==> src/rtl/fetch_queue_if.sv <==
// Fetch-queue handshake bundle: pif-side push channel, ifid-side pop channel, flush and occupancy.
// The master modport is the environment (fetch + decode); the slave modport is the queue itself.
interface fetch_queue_if #(
    parameter int unsigned DEPTH = 8,
    parameter int unsigned XLEN  = 32
);
    localparam int unsigned CntW = $clog2(DEPTH) + 1;

    logic            flush;
    logic            in_valid;
    logic            in_ready;
    logic [XLEN-1:0] in_pc;
    logic [XLEN-1:0] in_inst;
    logic            out_valid;
    logic            out_ready;
    logic [XLEN-1:0] out_pc;
    logic [XLEN-1:0] out_inst;
    logic [CntW-1:0] count;

    modport master (
        output flush, in_valid, in_pc, in_inst, out_ready,
        input  in_ready, out_valid, out_pc, out_inst, count
    );

    modport slave (
        input  flush, in_valid, in_pc, in_inst, out_ready,
        output in_ready, out_valid, out_pc, out_inst, count
    );
endinterface

==> src/rtl/fetch_queue.sv <==
// Instruction fetch queue: DEPTH-entry FIFO of {pc, inst} with single-cycle flush on redirect.
// Define FETCH_QUEUE_BYPASS_EN to let a full queue accept a push into the slot freed by a same-cycle pop.
module fetch_queue #(
    parameter int unsigned DEPTH = 8,
    parameter int unsigned XLEN  = 32
) (
    input logic            clk,
    input logic            rst,
    fetch_queue_if.slave   bus_io
);
    localparam int unsigned PtrW = $clog2(DEPTH);
    localparam int unsigned CntW = PtrW + 1;

    typedef logic [2*XLEN-1:0] entry_t;

    entry_t          mem_q [DEPTH];
    logic [PtrW-1:0] wp_q, wp_d;
    logic [PtrW-1:0] rp_q, rp_d;
    logic [CntW-1:0] cnt_q, cnt_d;
    logic            empty;
    logic            full;
    logic            push;
    logic            pop;

    assign empty = (cnt_q == '0);
    assign full  = (cnt_q == CntW'(DEPTH));

`ifdef FETCH_QUEUE_BYPASS_EN
    // Combinational out_ready -> in_ready path: the popped slot is reused in the same cycle.
    assign bus_io.in_ready = !full || bus_io.out_ready;
`else
    assign bus_io.in_ready = !full;
`endif

    assign bus_io.out_valid = !empty;
    assign bus_io.out_pc    = mem_q[rp_q][2*XLEN-1:XLEN];
    assign bus_io.out_inst  = mem_q[rp_q][XLEN-1:0];
    assign bus_io.count     = cnt_q;

    assign push = bus_io.in_valid && bus_io.in_ready;
    assign pop  = bus_io.out_valid && bus_io.out_ready;

    always_comb begin
        wp_d  = wp_q;
        rp_d  = rp_q;
        cnt_d = cnt_q;
        if (bus_io.flush) begin
            wp_d  = '0;
            rp_d  = '0;
            cnt_d = '0;
        end else begin
            if (push) wp_d = wp_q + 1'b1;
            if (pop)  rp_d = rp_q + 1'b1;
            case ({push, pop})
                2'b10:   cnt_d = cnt_q + 1'b1;
                2'b01:   cnt_d = cnt_q - 1'b1;
                default: cnt_d = cnt_q;
            endcase
        end
    end

    always_ff @(posedge clk or posedge rst) begin
        if (rst) begin
            wp_q  <= '0;
            rp_q  <= '0;
            cnt_q <= '0;
        end else begin
            wp_q  <= wp_d;
            rp_q  <= rp_d;
            cnt_q <= cnt_d;
        end
    end

    // Storage is deliberately left uncleared by reset and flush; out_* is don't-care when empty.
    always_ff @(posedge clk) begin
        if (push && !bus_io.flush) begin
            mem_q[wp_q] <= {bus_io.in_pc, bus_io.in_inst};
        end
    end
endmodule

==> src/flat_wrapper.sv <==
// flat-port wrapper written by rule: the top's interface ports become plain ports
module fetch_queue_flat 
#(
    parameter int unsigned DEPTH = 8,
    parameter int unsigned XLEN  = 32
)
  (clk, rst, bus_io_flush, bus_io_in_valid, bus_io_in_pc, bus_io_in_inst, bus_io_out_ready, bus_io_in_ready, bus_io_out_valid, bus_io_out_pc, bus_io_out_inst, bus_io_count);
  fetch_queue_if #(.DEPTH(DEPTH), .XLEN(XLEN)) bus_io_i ();
  input logic clk;
  input logic rst;
  input wire logic [$bits(bus_io_i.flush)-1:0] bus_io_flush;
  input wire logic [$bits(bus_io_i.in_valid)-1:0] bus_io_in_valid;
  input wire logic [$bits(bus_io_i.in_pc)-1:0] bus_io_in_pc;
  input wire logic [$bits(bus_io_i.in_inst)-1:0] bus_io_in_inst;
  input wire logic [$bits(bus_io_i.out_ready)-1:0] bus_io_out_ready;
  output wire logic [$bits(bus_io_i.in_ready)-1:0] bus_io_in_ready;
  output wire logic [$bits(bus_io_i.out_valid)-1:0] bus_io_out_valid;
  output wire logic [$bits(bus_io_i.out_pc)-1:0] bus_io_out_pc;
  output wire logic [$bits(bus_io_i.out_inst)-1:0] bus_io_out_inst;
  output wire logic [$bits(bus_io_i.count)-1:0] bus_io_count;
  assign bus_io_i.flush = bus_io_flush;
  assign bus_io_i.in_valid = bus_io_in_valid;
  assign bus_io_i.in_pc = bus_io_in_pc;
  assign bus_io_i.in_inst = bus_io_in_inst;
  assign bus_io_i.out_ready = bus_io_out_ready;
  assign bus_io_in_ready = bus_io_i.in_ready;
  assign bus_io_out_valid = bus_io_i.out_valid;
  assign bus_io_out_pc = bus_io_i.out_pc;
  assign bus_io_out_inst = bus_io_i.out_inst;
  assign bus_io_count = bus_io_i.count;
  fetch_queue #(.DEPTH(DEPTH), .XLEN(XLEN)) u_core (.clk(clk), .rst(rst), .bus_io(bus_io_i));
endmodule
==> config.mk <==
export PLATFORM = sky130hd
export DESIGN_NAME = fetch_queue_flat
export DESIGN_NICKNAME = d
export VERILOG_FILES = /design/src/rtl/fetch_queue_if.sv /design/src/rtl/fetch_queue.sv /design/src/flat_wrapper.sv
export SDC_FILE = /design/constraint.sdc
export NUM_CORES = 1
export LEC_CHECK = 0
export ABC_AREA = 1
export BUFFER_PORTS_ARGS = -buffer_cell sky130_fd_sc_hd__buf_2
export CORE_MARGIN = 5
export CORE_UTILIZATION = 30
export CTS_BUF_LIST = sky130_fd_sc_hd__clkbuf_2 sky130_fd_sc_hd__clkbuf_4 sky130_fd_sc_hd__clkbuf_8
export DETAILED_ROUTE_END_ITERATION = 8
export HOLD_SLACK_MARGIN = 0.1
export SLEW_MARGIN = 20
export SYNTH_ARGS = -nofsm -noshare
export SYNTH_HDL_FRONTEND = slang
export SYNTH_SLANG_ARGS = --single-unit
==> constraint.sdc <==
create_clock -name clk -period 4.09 [get_ports clk]
set_clock_uncertainty 0.15 [all_clocks]
set_input_delay 0.818 -clock clk [delete_from_list [all_inputs] [get_ports clk]]
set_output_delay 0.818 -clock clk [all_outputs]
set_load 0.05 [all_outputs]
==> insert_results.sql <==
INSERT INTO impl_metrics (metric_group, metric, value, unit) VALUES
('run_status', 'outcome', 'finished, final reports clean', ''),
('hold_path', 'min_to', 'u_core.mem_q[5][30]$_DFFE_PP_', ''),
('placed_design', 'routabilityCongestion', '0.752', ''),
('die', 'core_area', '67300', 'um^2'),
('power_and_ir_drop', 'switchingPower', '5080', 'uW'),
('power_and_ir_drop', 'switching_share', '34.4', '%'),
('sta', 'setup_viol', '0', ''),
('die', 'die_y', '271', 'um'),
('route', 'detailroute.via_count', '12600', ''),
('cts', 'clock_sinks', '522', ''),
('worst_setup_path', 'max_fo_critical_path', '156', ''),
('power_and_ir_drop', 'worst_ir_drop_vdd', '383', 'uV'),
('worst_setup_path', 'slack_of_the_worst_reg_to_reg_path', '1420', 'ps'),
('global_routing', 'grt_pass1_vias', '13200', ''),
('flow_run', 'cap_viol_max_count', '0', ''),
('sta', 'timing.final.crit_share', '93.4', '%'),
('sta', 'max_transition_viols_final', '0', ''),
('synth', 'synthCells', '1540', ''),
('cts', 'cts_tree', 'yes', ''),
('sta', 'final_critical_path_required_period', '3820', 'ps'),
('power_and_ir_drop', 'p_int', '9680', 'uW'),
('global_routing', 'grt_antenna_before_repair', '10', ''),
('synth', 'largest_area_contributor_in_the_netlist', 'sky130_fd_sc_hd__edfxtp_1', ''),
('sta', 'worst-slew-pin-transition', '875', 'ps'),
('route', 'drcViolationCount', '0', ''),
('synth', 'syn_area', '20400', 'um^2'),
('power_and_ir_drop', 'power.static_leakage', '0.00809', 'uW'),
('cts', 'clock_tree.root_cell', 'sky130_fd_sc_hd__clkbuf_8', ''),
('hold_path', 'hold_path_startpoint', 'bus_io_in_inst[30]', ''),
('sta', 'hold_viol_final', '0', ''),
('cts', 'cts_repair_resize_count', '0', ''),
('cts', 'tritoncts.num_buffers', '87', ''),
('sta', 'timing.fmax', '262', 'MHz'),
('sta', 'fin_worst_hold_slack', '283', 'ps'),
('synth', 'ys_top_cells_by_area', 'sky130_fd_sc_hd__edfxtp_1 75%, sky130_fd_sc_hd__nor2_1 8.5%, sky130_fd_sc_hd__o21ai_0 5.0%', ''),
('hold_path', 'timing.hold.worst_path_depth', '1', ''),
('cts', 'path_clk_slew', '60', 'ps'),
('cts', 'htree_levels', '3', ''),
('synth', 'synthDistinctLibCells', '28', ''),
('power_and_ir_drop', 'seq_power_share', '41.3', '%'),
('global_routing', 'grt.total_usage', '12.9', '%'),
('worst_setup_path', 'path_class', 'reg -> out', ''),
('synth', 'postSynth.asyncResetShare', '1.92', '%'),
('worst_setup_path', 'critPathArrivalTime', '2850', 'ps'),
('worst_setup_path', 'slowest_delay', '470', 'ps'),
('placed_design', 'dp.final_hpwl', '25700', 'um'),
('cts', 'hold_buffers', '1', ''),
('die', 'die_w', '271', 'um'),
('synth', 'synth-edff-count', '512', ''),
('power_and_ir_drop', 'power.share.combinational', '27.0', '%'),
('cells_and_area', 'drive_gt1_share', '18.7', '%'),
('synth', 'synth_sequential_area_ratio', '76.6', '%'),
('synth', 'ys.warnings.count', '0', ''),
('placed_design', 'io_buffers', '138', ''),
('cts', 'clock_latency_reported_for_the_late_side_of_the_worst_skew_pair', '660', 'ps'),
('hold_path', 'hp-class', 'in -> reg', ''),
('global_routing', 'grt_pass1_wl', '75000', 'um'),
('route', 'avg_vias_per_cell', '4.76', ''),
('synth', 'avgSynthCellArea', '13.2', 'um^2'),
('worst_setup_path', 'critical_path.cell_chain', 'buf_12, o21ai_0, o22ai_1, nor2_1, a31oi_1, buf_2', ''),
('die', 'num_rows', '95', ''),
('cells_and_area', 'areaGrowthSynthToFinish', '17.1', '%'),
('synth', 'ys_ff_latch', '522', ''),
('worst_setup_path', 'worst-endpoint-required', '3120', 'ps'),
('die', 'die_area', '73300', 'um^2'),
('route', 'wl_per_cell', '18.2', 'um'),
('sta', 'max_slew_margin', '41.7', '%'),
('cells_and_area', 'layout.nets', '1779', ''),
('worst_setup_path', 'regToRegEndpoint', 'u_core.mem_q[0][37]$_DFFE_PP_', ''),
('die', 'floorplan.initialDensity', '30.3', '%'),
('route', 'drt-pass1-iter-count', '7', '');
[cells by family (layout without fill, tap and decap cells)]
logic type                 after synthesis  count (layout)  synth area share (%)
AOI/OAI and AO/OA                      396             396                  10.6
xor gates and xnor gates                 1               1                0.0429
adders and majority gates                4               4                 0.245
buffers and inverters                  117             349                  3.28
DFF                                    522             522                  76.6
other                                    0               6                     0
and+or+nand+nor                        500             500                  9.27
[cells in the final DEF, fill, tap and decap left out, types with 3 or more instances in the layout]
master,n
sky130_fd_sc_hd__edfxtp_1,512
sky130_fd_sc_hd__nor2_1,454
sky130_fd_sc_hd__o21ai_0,205
sky130_fd_sc_hd__buf_2,137
sky130_fd_sc_hd__clkbuf_8,91
sky130_fd_sc_hd__o22ai_1,64
sky130_fd_sc_hd__a31oi_1,64
sky130_fd_sc_hd__o21ai_1,57
sky130_fd_sc_hd__clkbuf_4,33
sky130_fd_sc_hd__nand2_1,30
sky130_fd_sc_hd__buf_4,24
sky130_fd_sc_hd__inv_1,15
sky130_fd_sc_hd__clkinv_1,15
sky130_fd_sc_hd__buf_12,13
sky130_fd_sc_hd__nor2_4,8
sky130_fd_sc_hd__dfrtp_1,8
sky130_fd_sc_hd__clkinv_2,7
sky130_fd_sc_hd__diode_2,6
sky130_fd_sc_hd__nand3_1,5
sky130_fd_sc_hd__bufinv_16,5
sky130_fd_sc_hd__ha_1,4
sky130_fd_sc_hd__clkinvlp_4,3
[critical path, delay by kind of cell (launching register included)]
family	cells	cell delay (ps)
buffers and inverters	2	700
AND/OR/NAND/NOR	1	60
flip-flops	1	470
AO/OA/AOI/OAI	3	710
[per-layer routing]
layer	share of wire, %	GRT usage, %
met4	2.7	5.31
met3	5.4	3.02
met5	0.14	0
met2	49	22.3
met1	42	15.7
[flip-flops by register name, indices dropped and copies added (netlist names)]
name                 count
u_core.wp_q              3
u_core.mem_q           512
u_core.rp_q              3
u_core.bus_io.count      4
[power by group through the flow]
stage,combinational [uW],sequential [uW],clock [uW]
3_5_place_dp,4050,6210,0
4_1_cts,4060,6100,4820
5_1_grt,4380,6110,5090
3_3_place_gp,3990,6210,0
2_1_floorplan,3070,6260,0
6_report,3990,6100,4670
[final cells by class]
type / count / area [um^2]
inverters: 19 / 81.3
repair buffers: 175 / 1140
flip-flops and latches: 522 / 15600
multi-input cells: 901 / 4170
clock inverters: 31 / 273
well taps: 873 / 1090
diodes: 6 / 15.0
clock buffers: 124 / 1500
fillers: 6481 / 43400
[how the worst max path moves through the flow]
stage | slack, ps | to | startpoint
final | 270 | bus_io_out_inst[30] | u_core.rp_q[0]$_DFFE_PP0P_
after global routing | 50 | bus_io_out_inst[5] | u_core.rp_q[1]$_DFFE_PP0P_
after CTS | 200 | bus_io_out_pc[28] | u_core.rp_q[1]$_DFFE_PP0P_
after detailed placement | 960 | bus_io_out_pc[31] | u_core.rp_q[0]$_DFFE_PP0P_
after global placement | 940 | bus_io_out_pc[31] | u_core.rp_q[0]$_DFFE_PP0P_
after floorplan | -910 | u_core.mem_q[0][0]$_DFFE_PP_ | u_core.bus_io.count[0]$_DFFE_PP0P_
[through the flow]
| step | TNS, ps | setup WS, ps | util (%) | cells | power [uW] |
|---|---|---|---|---|---|
| 2_1_floorplan | -465010 | -914 | - | 1540 | 9330 |
| 3_3_place_gp | 0 | 944 | 32.8 | 2489 | 10200 |
| 3_5_place_dp | 0 | 958 | 32.8 | 2489 | 10300 |
| 4_1_cts | 0 | 195 | 35.5 | 2645 | 15000 |
| 5_1_grt | 0 | 53.6 | 35.5 | 2649 | 15600 |
| 6_report | 0 | 270 | 35.5 | 2651 | 14800 |
No activity file was read; power rests on OpenSTA's default activity.
